$ cat src/rtl/acq_pkg.sv
// -----------------------------------------------------------------------------
// acq_pkg
// Shared constants and types for the acquisition delay-buffer controller.
//   DEPTH   : ring-buffer depth in samples
//   AW      : RAM address width
//   DW      : sample width
//   state_t : controller state (CLEAR sweep, RUN service)
// -----------------------------------------------------------------------------
package acq_pkg;

    localparam int DEPTH = 512;
    localparam int AW    = 9;
    localparam int DW    = 16;

    typedef enum logic [0:0] {
        CLEAR = 1'b0,
        RUN   = 1'b1
    } state_t;

endpackage : acq_pkg

$ cat src/rtl/delay_buf_ctrl.sv
// -----------------------------------------------------------------------------
// delay_buf_ctrl
// Controller for a microphone-sample delay line held in an external
// simple-dual-port RAM. After reset the whole RAM is swept to zero, then
// incoming samples are written round-robin while read requests fetch the
// sample that lies 'req_delay' writes in the past.
//
// Ports
//   clk, rst_n             : clock (rising edge), async active-low reset
//   smp_valid/smp_data     : new-sample strobe and signed sample
//   req_valid/req_ready    : delayed-read request handshake
//   req_delay              : requested delay (0 = newest stored sample)
//   rsp_valid/rsp_data     : response strobe and delayed sample
//   rsp_under              : delay beyond stored history, data forced to 0
//   busy_clr               : clear sweep in progress
//   drop_flag              : sticky, a sample arrived during the sweep
//   ram_cea/ram_ada/ram_din: RAM write port
//   ram_ceb/ram_adb        : RAM read port
//   ram_oce                : RAM output-register enable (tied high)
//   ram_dout               : RAM read data, one cycle after the ceb edge
// -----------------------------------------------------------------------------
module delay_buf_ctrl #(
    parameter int DEPTH = 512,
    parameter int AW    = 9,
    parameter int DW    = 16
) (
    input  logic          clk,
    input  logic          rst_n,
    input  logic          smp_valid,
    input  logic [DW-1:0] smp_data,
    input  logic          req_valid,
    output logic          req_ready,
    input  logic [AW-1:0] req_delay,
    output logic          rsp_valid,
    output logic [DW-1:0] rsp_data,
    output logic          rsp_under,
    output logic          busy_clr,
    output logic          drop_flag,
    output logic          ram_cea,
    output logic [AW-1:0] ram_ada,
    output logic [DW-1:0] ram_din,
    output logic          ram_ceb,
    output logic [AW-1:0] ram_adb,
    output logic          ram_oce,
    input  logic [DW-1:0] ram_dout
);

    import acq_pkg::*;

    // fill counts 0..DEPTH, so it needs one more bit than an address
    localparam int             FW       = $clog2(DEPTH + 1);
    localparam int             AWE      = AW + 1;
    localparam logic [FW-1:0]  DEPTH_F  = FW'(DEPTH);
    localparam logic [FW-1:0]  FILL_ONE = FW'(1);
    localparam logic [AW-1:0]  ADDR_ONE = AW'(1);
    localparam logic [AW-1:0]  WP_LAST  = AW'(DEPTH - 1);
    // largest delay that can never alias the address being written
    localparam logic [AW-1:0]  DMAX     = AW'(DEPTH - 2);
    localparam logic [AWE-1:0] DEPTH_E  = AWE'(DEPTH);
    localparam logic [AWE-1:0] DEPTH_M1 = AWE'(DEPTH - 1);

    state_t         state_r,     state_s;
    logic [FW-1:0]  clr_cnt_r,   clr_cnt_s;
    logic [AW-1:0]  wr_ptr_r,    wr_ptr_s;
    logic [FW-1:0]  fill_r,      fill_s;
    logic           req_ready_r, req_ready_s;
    logic           busy_clr_r,  busy_clr_s;
    logic           drop_flag_r, drop_flag_s;
    logic           ram_cea_r,   ram_cea_s;
    logic [AW-1:0]  ram_ada_r,   ram_ada_s;
    logic [DW-1:0]  ram_din_r,   ram_din_s;
    logic           ram_ceb_r,   ram_ceb_s;
    logic [AW-1:0]  ram_adb_r,   ram_adb_s;
    logic           s1_valid_r,  s1_valid_s;
    logic           s1_under_r,  s1_under_s;
    logic           s2_valid_r;
    logic           s2_under_r;
    logic           rsp_valid_r;
    logic [DW-1:0]  rsp_data_r;
    logic           rsp_under_r;

    logic           req_accept_s;
    logic [AW-1:0]  d_s;
    logic [AWE-1:0] sum_s;
    logic [AW-1:0]  rd_addr_s;
    logic           under_s;

    // Read-address arithmetic: clamp the delay, then step back from the
    // pre-increment write pointer so a same-cycle write is never seen.
    always_comb begin
        req_accept_s = req_valid & req_ready_r & (state_r == RUN);
        if (req_delay > DMAX) begin
            d_s = DMAX;
        end else begin
            d_s = req_delay;
        end
        // wr_ptr + DEPTH - 1 - d stays in [1, 2*DEPTH-2], one conditional
        // subtract brings it back into range
        sum_s = {1'b0, wr_ptr_r} + DEPTH_M1 - {1'b0, d_s};
        if (sum_s >= DEPTH_E) begin
            rd_addr_s = sum_s[AW-1:0] - DEPTH_E[AW-1:0];
        end else begin
            rd_addr_s = sum_s[AW-1:0];
        end
        under_s = (FW'(d_s) >= fill_r);
    end

    // Next-state and next-output logic for the CLEAR/RUN controller.
    always_comb begin
        state_s     = state_r;
        clr_cnt_s   = clr_cnt_r;
        wr_ptr_s    = wr_ptr_r;
        fill_s      = fill_r;
        req_ready_s = req_ready_r;
        busy_clr_s  = busy_clr_r;
        drop_flag_s = drop_flag_r;
        ram_cea_s   = 1'b0;
        ram_ada_s   = ram_ada_r;
        ram_din_s   = ram_din_r;
        ram_ceb_s   = 1'b0;
        ram_adb_s   = ram_adb_r;
        s1_valid_s  = 1'b0;
        s1_under_s  = 1'b0;

        case (state_r)
            CLEAR: begin
                req_ready_s = 1'b0;
                busy_clr_s  = 1'b1;
                wr_ptr_s    = {AW{1'b0}};
                fill_s      = {FW{1'b0}};
                // samples cannot be stored during the sweep
                if (smp_valid) begin
                    drop_flag_s = 1'b1;
                end else begin
                    drop_flag_s = drop_flag_r;
                end
                if (clr_cnt_r < DEPTH_F) begin
                    ram_cea_s = 1'b1;
                    ram_ada_s = clr_cnt_r[AW-1:0];
                    ram_din_s = {DW{1'b0}};
                    clr_cnt_s = clr_cnt_r + FILL_ONE;
                end else begin
                    // last zero write has reached the RAM; start service
                    state_s     = RUN;
                    clr_cnt_s   = {FW{1'b0}};
                    req_ready_s = 1'b1;
                    busy_clr_s  = 1'b0;
                end
            end
            RUN: begin
                req_ready_s = 1'b1;
                busy_clr_s  = 1'b0;
                if (smp_valid) begin
                    ram_cea_s = 1'b1;
                    ram_ada_s = wr_ptr_r;
                    ram_din_s = smp_data;
                    if (wr_ptr_r == WP_LAST) begin
                        wr_ptr_s = {AW{1'b0}};
                    end else begin
                        wr_ptr_s = wr_ptr_r + ADDR_ONE;
                    end
                    if (fill_r == DEPTH_F) begin
                        fill_s = fill_r;
                    end else begin
                        fill_s = fill_r + FILL_ONE;
                    end
                end else begin
                    ram_cea_s = 1'b0;
                end
                // the RAM read is issued even for an underflow so the
                // response pipeline keeps a fixed latency
                if (req_accept_s) begin
                    ram_ceb_s  = 1'b1;
                    ram_adb_s  = rd_addr_s;
                    s1_valid_s = 1'b1;
                    s1_under_s = under_s;
                end else begin
                    ram_ceb_s  = 1'b0;
                end
            end
            default: begin
                state_s     = CLEAR;
                clr_cnt_s   = {FW{1'b0}};
                req_ready_s = 1'b0;
                busy_clr_s  = 1'b1;
            end
        endcase
    end

    // Controller state and registered RAM/handshake outputs.
    always_ff @(posedge clk or negedge rst_n) begin
        if (!rst_n) begin
            state_r     <= CLEAR;
            clr_cnt_r   <= {FW{1'b0}};
            wr_ptr_r    <= {AW{1'b0}};
            fill_r      <= {FW{1'b0}};
            req_ready_r <= 1'b0;
            busy_clr_r  <= 1'b1;
            drop_flag_r <= 1'b0;
            ram_cea_r   <= 1'b0;
            ram_ada_r   <= {AW{1'b0}};
            ram_din_r   <= {DW{1'b0}};
            ram_ceb_r   <= 1'b0;
            ram_adb_r   <= {AW{1'b0}};
            s1_valid_r  <= 1'b0;
            s1_under_r  <= 1'b0;
        end else begin
            state_r     <= state_s;
            clr_cnt_r   <= clr_cnt_s;
            wr_ptr_r    <= wr_ptr_s;
            fill_r      <= fill_s;
            req_ready_r <= req_ready_s;
            busy_clr_r  <= busy_clr_s;
            drop_flag_r <= drop_flag_s;
            ram_cea_r   <= ram_cea_s;
            ram_ada_r   <= ram_ada_s;
            ram_din_r   <= ram_din_s;
            ram_ceb_r   <= ram_ceb_s;
            ram_adb_r   <= ram_adb_s;
            s1_valid_r  <= s1_valid_s;
            s1_under_r  <= s1_under_s;
        end
    end

    // Response pipeline: stage 2 waits for the RAM read, then the result
    // is captured from ram_dout (or forced to zero on underflow).
    always_ff @(posedge clk or negedge rst_n) begin
        if (!rst_n) begin
            s2_valid_r  <= 1'b0;
            s2_under_r  <= 1'b0;
            rsp_valid_r <= 1'b0;
            rsp_data_r  <= {DW{1'b0}};
            rsp_under_r <= 1'b0;
        end else begin
            s2_valid_r  <= s1_valid_r;
            s2_under_r  <= s1_under_r;
            rsp_valid_r <= s2_valid_r;
            if (s2_valid_r) begin
                rsp_under_r <= s2_under_r;
                if (s2_under_r) begin
                    rsp_data_r <= {DW{1'b0}};
                end else begin
                    rsp_data_r <= ram_dout;
                end
            end else begin
                rsp_under_r <= 1'b0;
                rsp_data_r  <= rsp_data_r;
            end
        end
    end

    assign req_ready = req_ready_r;
    assign busy_clr  = busy_clr_r;
    assign drop_flag = drop_flag_r;
    assign ram_cea   = ram_cea_r;
    assign ram_ada   = ram_ada_r;
    assign ram_din   = ram_din_r;
    assign ram_ceb   = ram_ceb_r;
    assign ram_adb   = ram_adb_r;
    assign ram_oce   = 1'b1;
    assign rsp_valid = rsp_valid_r;
    assign rsp_data  = rsp_data_r;
    assign rsp_under = rsp_under_r;

endmodule : delay_buf_ctrl
$ cat config.mk
export PLATFORM = sky130hd
export DESIGN_NAME = delay_buf_ctrl
export DESIGN_NICKNAME = d
export VERILOG_FILES = /design/src/rtl/acq_pkg.sv /design/src/rtl/delay_buf_ctrl.sv
export SDC_FILE = /design/constraint.sdc
export NUM_CORES = 1
export LEC_CHECK = 0
export BUFFER_PORTS_ARGS = -buffer_cell sky130_fd_sc_hd__buf_2
export CAP_MARGIN = 20
export CORE_MARGIN = 2
export CORE_UTILIZATION = 30
export DETAILED_ROUTE_END_ITERATION = 12
export PLACE_DENSITY = 0.48
export SYNTH_ARGS = -nofsm -noshare
export SYNTH_HDL_FRONTEND = slang
export SYNTH_SLANG_ARGS = --single-unit
$ cat constraint.sdc
create_clock -name clk -period 3.4 [get_ports clk]
set_input_delay 0.51 -clock clk [delete_from_list [all_inputs] [get_ports clk]]
set_output_delay 0.51 -clock clk [all_outputs]
set_load 0.05 [all_outputs]
==> flow_summary_export.csv, run 1 <==
group,metric,value,unit
yosys,syn_avg_cell_area,10.08,um2
cells_and_area,areaGrowthSynthToFinish,21.44,%
floorplan,start_util,0.3063,
worst_setup_path,reg2regPathDepth,6,
grt,antenna_found_initial,0,
cells_and_area,fin_util,0.3719,
floorplan,num_io_pins,103,
clock_tree,ctsHoldBuffers,0,
sta,clock_skew,6.091,ps
yosys,synth_top_family_by_area,"compound AO/OA/AOI/OAI gates",
sta,relSlewSlack,0.4147,
sta,setup_viol,0,
clock_tree,cts_sinks,89,
placed_design,placed_area,5095,um2
min_path,hp-class,"in -> async",
worst_setup_path,critPathMaxFanout,3,
yosys,synth_ff_type,"dfrtp_1",
route,detail-route-antenna-nets,0,
run_status,outcome,"complete, no violations",
cells_and_area,fin_area,5385,um2
floorplan,die_x,125.6,um
cells_and_area,fillCellCount,1481,
route,vias_per_cell,4.796,
grt,grt_usage,0.1408,
yosys,ys_warn_count,0,
pwr,p_per_area,393.0,nW/um2
yosys,yosysUniqueCellTypes,53,
clock_tree,h-tree-depth,3,
grt,grt_pass1_wl,17.80,mm
cells_and_area,antennaDiodeCount,0,
floorplan,die_y,125.6,um
worst_setup_path,cp-start-kind,"primary input",
sta,period_minus_slack,2358,ps
worst_setup_path,critPathKind,"in -> reg",
yosys,syn_inst,440,
worst_setup_path,cpMaxStageDelayCell,"fa_1",
sta,max_freq,424.2,MHz
yosys,synth.area.mux_share,0.03471,
route,wl,10.68,mm
route,vias,3458,
yosys,synth-compound-area-share,0.1668,
yosys,syn_nets,508,
clock_tree,clockBufferDepth,2,
floorplan,rows,44,
route,drt_drc_violations_left,0,
yosys,synth_simple_gate_area_share,0.1529,
floorplan,die_area,15770,um2
worst_setup_path,cp_data_arrival_time,2590,ps
yosys,synthAdderAreaFrac,0.06659,
sta,worstMarginPinSlew,878.0,ps
floorplan,coreArea,14480,um2
clock_tree,cts_root_buf,"clkbuf_16",
pwr,power,2.117,mW
job,max_cap_viol_count,0,
yosys,ys_seq_area_frac,0.5025,
grt,overflow,0,
yosys,synth_edf_count,0,
worst_setup_path,crit_required,3630,ps
pwr,ir_drop,0.2156,mV
cells_and_area,drive_gt1_frac,0.2588,
sta,drv_slew,0,
sta,hold_viol_final,0,
worst_setup_path,critPathMaxStageDelay,440,ps
yosys,netlist_area,4434,um2
yosys,synth_xor_area_frac,0.01580,
grt,grt_pass1_vias,3509,
route,route.detailed.wl_per_inst,14.82,um
clock_tree,cts.clk_slew.worst_paths,70,ps
placed_design,place.gp.congestion,0.8537,
worst_setup_path,cp_cell_sequence,"buf_2, nand4_1, o21ai_0, ha_1, fa_1, a211oi_1, o211ai_1, and3_1, a211o_1",
clock_tree,cts.repair.resized,0,
clock_tree,postCtsSetupBuffers,0,
placed_design,port_buffers,101,
pwr,p_leak,2.579,nW
yosys,synth_seq_cells,89,
cells_and_area,fin_nets,600,
worst_setup_path,cp-end-kind,"register",
clock_tree,cts_inserted_buffers,9,
yosys,ys_async_sr_fraction,1.000,
sta,period_share,0.6934,
clock_tree,clk_latency,340,ps
placed_design,dp_hpwl,7.814,mm
route,drtIter0Drc,198,
clock_tree,cts_tree,"done",
sta,finalSetupTns,0,ps
sta,rsz0062_at_grt,"no",
route,firstDrtPassIters,4,
sta,hold_slack,89.78,ps
grt,grt_max_degree,36,
[cells in the mapped netlist (9+ instances only)]
master,n,area share
dfrtp_1,88,0.50
o21ai_0,36,0.041
nand3b_1,18,0.030
a21oi_1,17,0.019
nand4_1,9,0.013
ha_1,22,0.062
inv_1,38,0.032
nor2_1,15,0.013
o21ai_1,21,0.024
clkbuf_1,14,0.012
mux2i_1,12,0.027
a22o_1,18,0.036
nand2_1,34,0.029
[worst max-delay path, delay by kind of cell]
family	cells	cell delay, ps
AND/OR/NAND/NOR	2	320
buffers and inverters	1	120
AO/OA/AOI/OAI	4	940
adder cells (fa/ha/maj)	2	700
[kinds of logic after synthesis]
group,after synthesis
compound gates,118
xor+xnor,8
fa+ha+maj,23
buf+inv,65
flops,89
mux,15
other cells,1
simple gates,121
[final timing paths]
check,start,end,slack (ps)
max,req_delay[5],ram_adb[8],1040
min,rst_n,ram_din[2],90
max reg2reg,wr_ptr_r[0],ram_adb[8],1120
min reg2reg,s1_valid_r,s2_valid_r,370
max in group asynchronous,rst_n,fill_r[2],2550
min in group clk,s1_valid_r,s2_valid_r,370
[where the power goes]
part	internal (mW)	switching (mW)
clock	0.539	0.428
combinational	0.0345	0.0564
sequential	1.06	0.0000000000000000330
total	1.63	0.484
[through the flow]
stage	setup WS (ps)	cells
final	1042	721
after global routing	986.9	721
after CTS	1060	721
after detailed placement	694.0	705
after global placement	746.4	705
after floorplan	1104	440
[routing by layer]
layer	wire [um]	part of all wire	global-route usage	up-vias
met1	5061	0.47	0.1887	1629
met5	0	0	0	-
met3	510	0.048	0.02739	10
met4	178	0.017	0.05882	0
li1	-	-	-	1739
met2	4934	0.46	0.2235	80
[cell usage in the layout (no fill, tap or decap), types with 3 or more instances in the layout]
master       n
nand3b_1    18
o21ai_1     21
nor3b_1      3
nand3_1      8
a21o_1       4
or3_1        6
xnor2_1      8
nand2_1     34
nor2_1      15
dfrtp_1     88
nor3_1       6
a21oi_1     17
a31oi_1      4
nand4_1      9
buf_2      100
o21ai_0     36
mux2_2       3
o211ai_1     3
and2_1       3
a22o_1      18
mux2i_1     12
and3_1       5
inv_1       38
buf_4        6
o22ai_1      3
ha_1        22
clkbuf_16    9
[layout make-up]
class                      count  area (um2)  share of cell area
tap                          184       230.2             0.04275
inverter                      40       150.1             0.02788
clock inverter                 5       37.54            0.006970
multi-input combinational    286        1941              0.3604
clock buffer                  11       252.7             0.04693
timing repair buffer         106       545.5              0.1013
sequential                    89        2228              0.4138
[flip-flops by register name, summed over array words and instances, names as in the netlist]
signal / cells
busy_clr: 1
clr_cnt_r: 10
drop_flag: 1
fill_r: 10
ram_ada: 9
ram_adb: 9
ram_cea: 1
ram_din: 16
req_ready: 1
rsp_data: 16
rsp_under: 1
rsp_valid: 1
s1_under_r: 1
s1_valid_r: 1
s2_under_r: 1
s2_valid_r: 1
wr_ptr_r: 9
No activity file was read; power rests on OpenSTA's default activity.
==> inputs of run 2 (changes only) <==
==> constraint.sdc (replaced) <==
create_clock -name clk -period 2.4 [get_ports clk]
set_input_delay 0.36 -clock clk [delete_from_list [all_inputs] [get_ports clk]]
set_output_delay 0.36 -clock clk [all_outputs]
set_load 0.05 [all_outputs]
==> run 2 against run 1 <==
  * The run now ends with hold timing left
  * Wire length is 1.2% lower
  * Non-clock buffer count is 13 higher
  * Clock skew is 0.92 ps higher
  * Core utilization is 0.86 points higher
  * First-iteration DRC count is 3.0% lower
  * Hold slack worse by 96 ps
  * Sequential share of layout area is 0.93 points lower
  * Clock-buffer cell count is 2 lower
  * Clock power is 49% higher
==> flow_summary_export.csv, run 2 (same netlist as run 1, synthesis figures left out) <==
group,metric,value,unit
route,detail-route-antenna-nets,0,
clock_tree,h-tree-depth,3,
route,drtIter0Drc,192,
worst_setup_path,cp_data_arrival_time,2360,ps
route,drt-met1-wl,4.960,mm
sta,clock_skew,7.009,ps
cells_and_area,drive_gt1_frac,0.2764,
min_path,hp-class,"in -> async",
floorplan,die_x,125.6,um
pwr,p_leak,2.649,nW
pwr,ir_drop,0.3381,mV
cells_and_area,final_cell_mix,"buf_2, dfrtp_1, inv_1",
floorplan,die_area,15770,um2
sta,rsz0062_at_grt,"no",
floorplan,coreArea,14480,um2
worst_setup_path,r2r_start,"wr_ptr_r[0]",
clock_tree,cts_tree,"done",
clock_tree,cts_inserted_buffers,9,
cells_and_area,antennaDiodeCount,0,
sta,worstMarginPinSlew,886.3,ps
route,highest_layer,"met4",
sta,drv_slew,0,
grt,grt_usage,0.1387,
route,wl_met2,4.867,mm
cells_and_area,final_cell_count_no_fill,734,
cells_and_area,final_common_cell,"buf_2",
clock_tree,clockBufferDepth,2,
route,route.detailed.wl_per_inst,14.38,um
grt,grt_pass1_vias,3382,
worst_setup_path,critPathLaunch,"wr_ptr_r[0]",
route,drt_drc_violations_left,0,
route,wl,10.56,mm
grt,grt_pass1_wl,17.48,mm
route,firstDrtPassIters,4,
sta,max_freq,476.7,MHz
job,max_cap_viol_count,0,
grt,grt_max_degree,49,
grt,antenna_found_initial,0,
worst_setup_path,cp-start-kind,"register",
route,vias,3501,
cells_and_area,fin_util,0.3805,
floorplan,die_y,125.6,um
clock_tree,clk_latency,350,ps
sta,period_minus_slack,2098,ps
clock_tree,cts_sinks,89,
sta,hold_viol_final,2,
grt,overflow,0,
cells_and_area,fin_nets,613,
pwr,p_per_area,557.2,nW/um2
worst_setup_path,critPathKind,"reg -> reg",
clock_tree,cts.clk_slew.worst_paths,70,ps
route,vias_per_cell,4.770,
floorplan,start_util,0.3063,
worst_setup_path,r2r_slack,300,ps
placed_design,place_inst,718,
floorplan,rows,44,
worst_setup_path,critPathMaxFanout,8,
sta,setup_viol,0,
sta,relSlewSlack,0.4091,
clock_tree,postCtsSetupBuffers,0,
worst_setup_path,crit_required,2670,ps
placed_design,place.gp.congestion,0.7683,
sta,hold_slack,-6.553,ps
placed_design,port_buffers,101,
floorplan,num_io_pins,103,
clock_tree,cts.repair.resized,0,
sta,finalSetupTns,0,ps
clock_tree,ctsHoldBuffers,0,
route,met3WireLength,540,um
worst_setup_path,cp-end-kind,"register",
sta,period_share,0.8740,
run_status,violations,"hold timing",
cells_and_area,areaGrowthSynthToFinish,24.24,%
run_status,outcome,"complete, but fails checks",
clock_tree,cts_root_buf,"clkbuf_16",
placed_design,dp_hpwl,7.855,mm
-- run 2: changes by cell type in the layout (fill, tap and decap cells not counted), sizes merged --
cell / before / now
buf: 106 / 119
bufinv: 0 / 1
clkbuf: 11 / 9
clkinv: 1 / 2
clkinvlp: 2 / 3
inv: 42 / 41
-- run 2: worst paths after layout --
check,end,cells after the start
max,wr_ptr_r[7],8
min,ram_din[7],1
max reg2reg,wr_ptr_r[7],8
min reg2reg,s2_under_r,0
max in group asynchronous,busy_clr,2
min in group clk,ram_din[2],2
-- run 2: critical path, cell delays in order (launching register included) --
cell,delay [ps]
dfrtp_1,410
ha_1,240
and3_1,240
and3_1,200
ha_1,180
nand3b_1,300
nor2_1,240
nand2_1,80
o21ai_1,140
-- run 2: cell type report --
class,count,area [um2]
fillers,1485,8970
flip-flops and latches,89,2228
multi-input cells,286,1941
repair buffers,119,655.6
well taps,184,230.2
clock buffers,9,225.2
inverters,40,150.1
clock inverters,7,78.83
-- run 2: layer usage --
layer	vias up	global-route usage
li1	1764	-
met1	1640	0.1841
met2	85	0.2219
met3	12	0.02781
met4	0	0.05686
met5	-	0
-- run 2: per-stage QoR --
step                      power [mW]  hold WS (ps)  instance area [um2]  setup WS, ps
final                          3.070        -6.553                 5509         302.3
after global routing           3.208         38.37                 5509         142.0
after CTS                      3.132         10.16                 5509         309.3
after detailed placement       1.666         353.1                 5205        -34.08
after global placement         1.665         353.8                 5205        -6.444
after floorplan                1.578         64.41                 4434         253.5
-- run 2: power breakdown --
part	switching, mW	internal [mW]	total (mW)
combinational	0.0793	0.0552	0.134
clock	0.622	0.814	1.44
sequential	0.0000000000000000427	1.50	1.50
total	0.701	2.37	3.07
==> inputs of run 3 (changes only) <==
--- a/config.mk
+++ b/config.mk
@@ -5,7 +5,7 @@
 export SDC_FILE = /design/constraint.sdc
 export NUM_CORES = 1
 export LEC_CHECK = 0
-export BUFFER_PORTS_ARGS = -buffer_cell sky130_fd_sc_hd__buf_2
+export BUFFER_PORTS_ARGS = -buffer_cell sky130_fd_sc_hd__buf_4
 export CAP_MARGIN = 20
 export CORE_MARGIN = 2
 export CORE_UTILIZATION = 30
==> run 3 against run 2 <==
  * The flow now finishes without violations
  * Highest routed layer unchanged
  * Via count up 1.0%
  * Worst setup slack worse by 52 ps
  * Sequential share of layout area down 1.4 points
  * Global-route usage increased by 0.46 points
  * Final cell count decreased by 0.68%
  * Largest cell class unchanged
  * Largest power group unchanged
  * Register-to-register slack worse by 50 ps
  * Fmax down 2.4%
  * Clock skew barely moved
  * Critical path type unchanged
  * Die area stayed put
  * Wire length grew 2.3%
  * Core utilization increased by 1.4 points
==> flow_summary_export.csv, run 3 (same netlist as run 1, synthesis figures left out) <==
group,metric,value,unit
run_status,outcome,"complete, no violations",
sta,setup_viol,0,
worst_setup_path,critPathKind,"reg -> reg",
route,drt_drc_violations_left,0,
route,vias_per_cell,4.850,
clock_tree,cts.clk_slew.worst_paths,70,ps
worst_setup_path,crit_required,2630,ps
worst_setup_path,cpMaxStageDelayCell,"dfrtp_1",
worst_setup_path,critPathMaxFanout,7,
cells_and_area,drive_gt1_frac,0.2697,
worst_setup_path,cp-end-kind,"register",
clock_tree,cts_inserted_buffers,9,
sta,max_freq,465.3,MHz
worst_setup_path,critPathMaxStageDelay,460,ps
grt,grt_pass1_wl,18.07,mm
sta,relSlewSlack,0.4126,
clock_tree,cts_sinks,89,
cells_and_area,fin_util,0.3944,
grt,grt_usage,0.1433,
sta,clock_skew,6.689,ps
grt,antenna_found_initial,0,
cells_and_area,final_common_cell,"buf_4",
floorplan,num_io_pins,103,
grt,grt_max_degree,47,
route,detail-route-antenna-nets,0,
placed_design,port_buffers,101,
worst_setup_path,cp-start-kind,"register",
floorplan,die_area,15770,um2
route,drtIter0Drc,166,
clock_tree,cts.repair.resized,0,
worst_setup_path,cp_num_buf_inv,0,
route,vias,3536,
grt,grt_pass1_vias,3530,
placed_design,place_inst,713,
cells_and_area,areaGrowthSynthToFinish,28.78,%
min_path,hp-class,"in -> async",
clock_tree,h-tree-depth,3,
job,max_cap_viol_count,0,
cells_and_area,final_cell_count_no_fill,729,
route,firstDrtPassIters,4,
pwr,p_per_area,522.8,nW/um2
floorplan,start_util,0.3063,
sta,worstMarginPinSlew,881.1,ps
clock_tree,postCtsSetupBuffers,0,
pwr,p_leak,2.692,nW
sta,drv_slew,0,
cells_and_area,fin_nets,608,
placed_design,place.gp.congestion,0.7798,
sta,period_minus_slack,2149,ps
route,route.detailed.wl_per_inst,14.81,um
floorplan,die_y,125.6,um
cells_and_area,antennaDiodeCount,0,
pwr,power,2.986,mW
floorplan,coreArea,14480,um2
grt,overflow,0,
route,wl,10.80,mm
sta,rsz0062_at_grt,"no",
clock_tree,cts_tree,"done",
placed_design,dp_hpwl,8.006,mm
floorplan,die_x,125.6,um
clock_tree,ctsHoldBuffers,0,
clock_tree,clk_latency,340,ps
cells_and_area,final_cell_mix,"buf_4, dfrtp_1, inv_1",
worst_setup_path,critical_path.top_delay_family,"compound AO/OA/AOI/OAI gates",
worst_setup_path,cp_cell_sequence,"ha_1, fa_1, a211oi_1, o211ai_1, and3_1, a211o_1",
sta,hold_viol_final,0,
worst_setup_path,cp_data_arrival_time,2380,ps
pwr,ir_drop,0.3562,mV
clock_tree,cts_root_buf,"clkbuf_16",
floorplan,rows,44,
sta,period_share,0.8956,
clock_tree,clockBufferDepth,2,
[run 3: cell types whose count changed in the layout (fill, tap and decap cells not counted), sizes merged]
cell / previous run / this run
buf: 119 / 114
clkinv: 2 / 3
bufinv: 1 / 0
clkinvlp: 3 / 2
inv: 41 / 42
[run 3: report_power, final]
| group | internal, mW | switching (mW) |
|---|---|---|
| logic | 0.0737 | 0.0809 |
| registers | 1.50 | 0.0000000000000000453 |
| clock network | 0.711 | 0.621 |
[run 3: final cells by class]
cell class / instances / area, um2
Clock buffer: 9 / 225.2
Clock inverter: 7 / 55.05
Fill cell: 1471 / 8768
Inverter: 40 / 150.1
Multi-Input combinational cell: 286 / 1941
Sequential cell: 89 / 2228
Tap cell: 184 / 230.2
Timing Repair Buffer: 114 / 880.8
[run 3: routing by layer]
layer | GRT usage | share of wire | up-vias
li1 | - | - | 1752
met1 | 0.1935 | 0.48 | 1687
met2 | 0.2254 | 0.46 | 87
met3 | 0.02739 | 0.045 | 10
met4 | 0.06078 | 0.016 | 0
met5 | 0 | 0 | -
[run 3: final timing paths]
| kind | slack, ps | start | to | depth (start not counted) |
|---|---|---|---|---|
| setup / recovery | 250 | wr_ptr_r[0] | ram_adb[8] | 6 |
| max in group asynchronous | 1640 | rst_n | busy_clr | 2 |
| setup reg to reg | 250 | wr_ptr_r[0] | ram_adb[8] | 6 |
| hold reg to reg | 350 | s1_under_r | s2_under_r | 0 |
| hold / removal | 30 | rst_n | ram_din[10] | 1 |
| min in group clk | 240 | smp_data[0] | ram_din[0] | 2 |
[run 3: stage by stage]
step | cell area (um2) | worst slack (ps) | hold slack, ps | setup TNS [ps]
finish | 5710 | 250.6 | 28.41 | 0
global route | 5710 | 36.02 | 74.30 | 0
CTS | 5710 | 253.4 | 40.83 | 0
detailed placement | 5430 | -42.92 | 341.8 | -42.92
global placement | 5430 | -18.53 | 337.5 | -18.53
floorplan | 4434 | 253.5 | 64.41 | 0
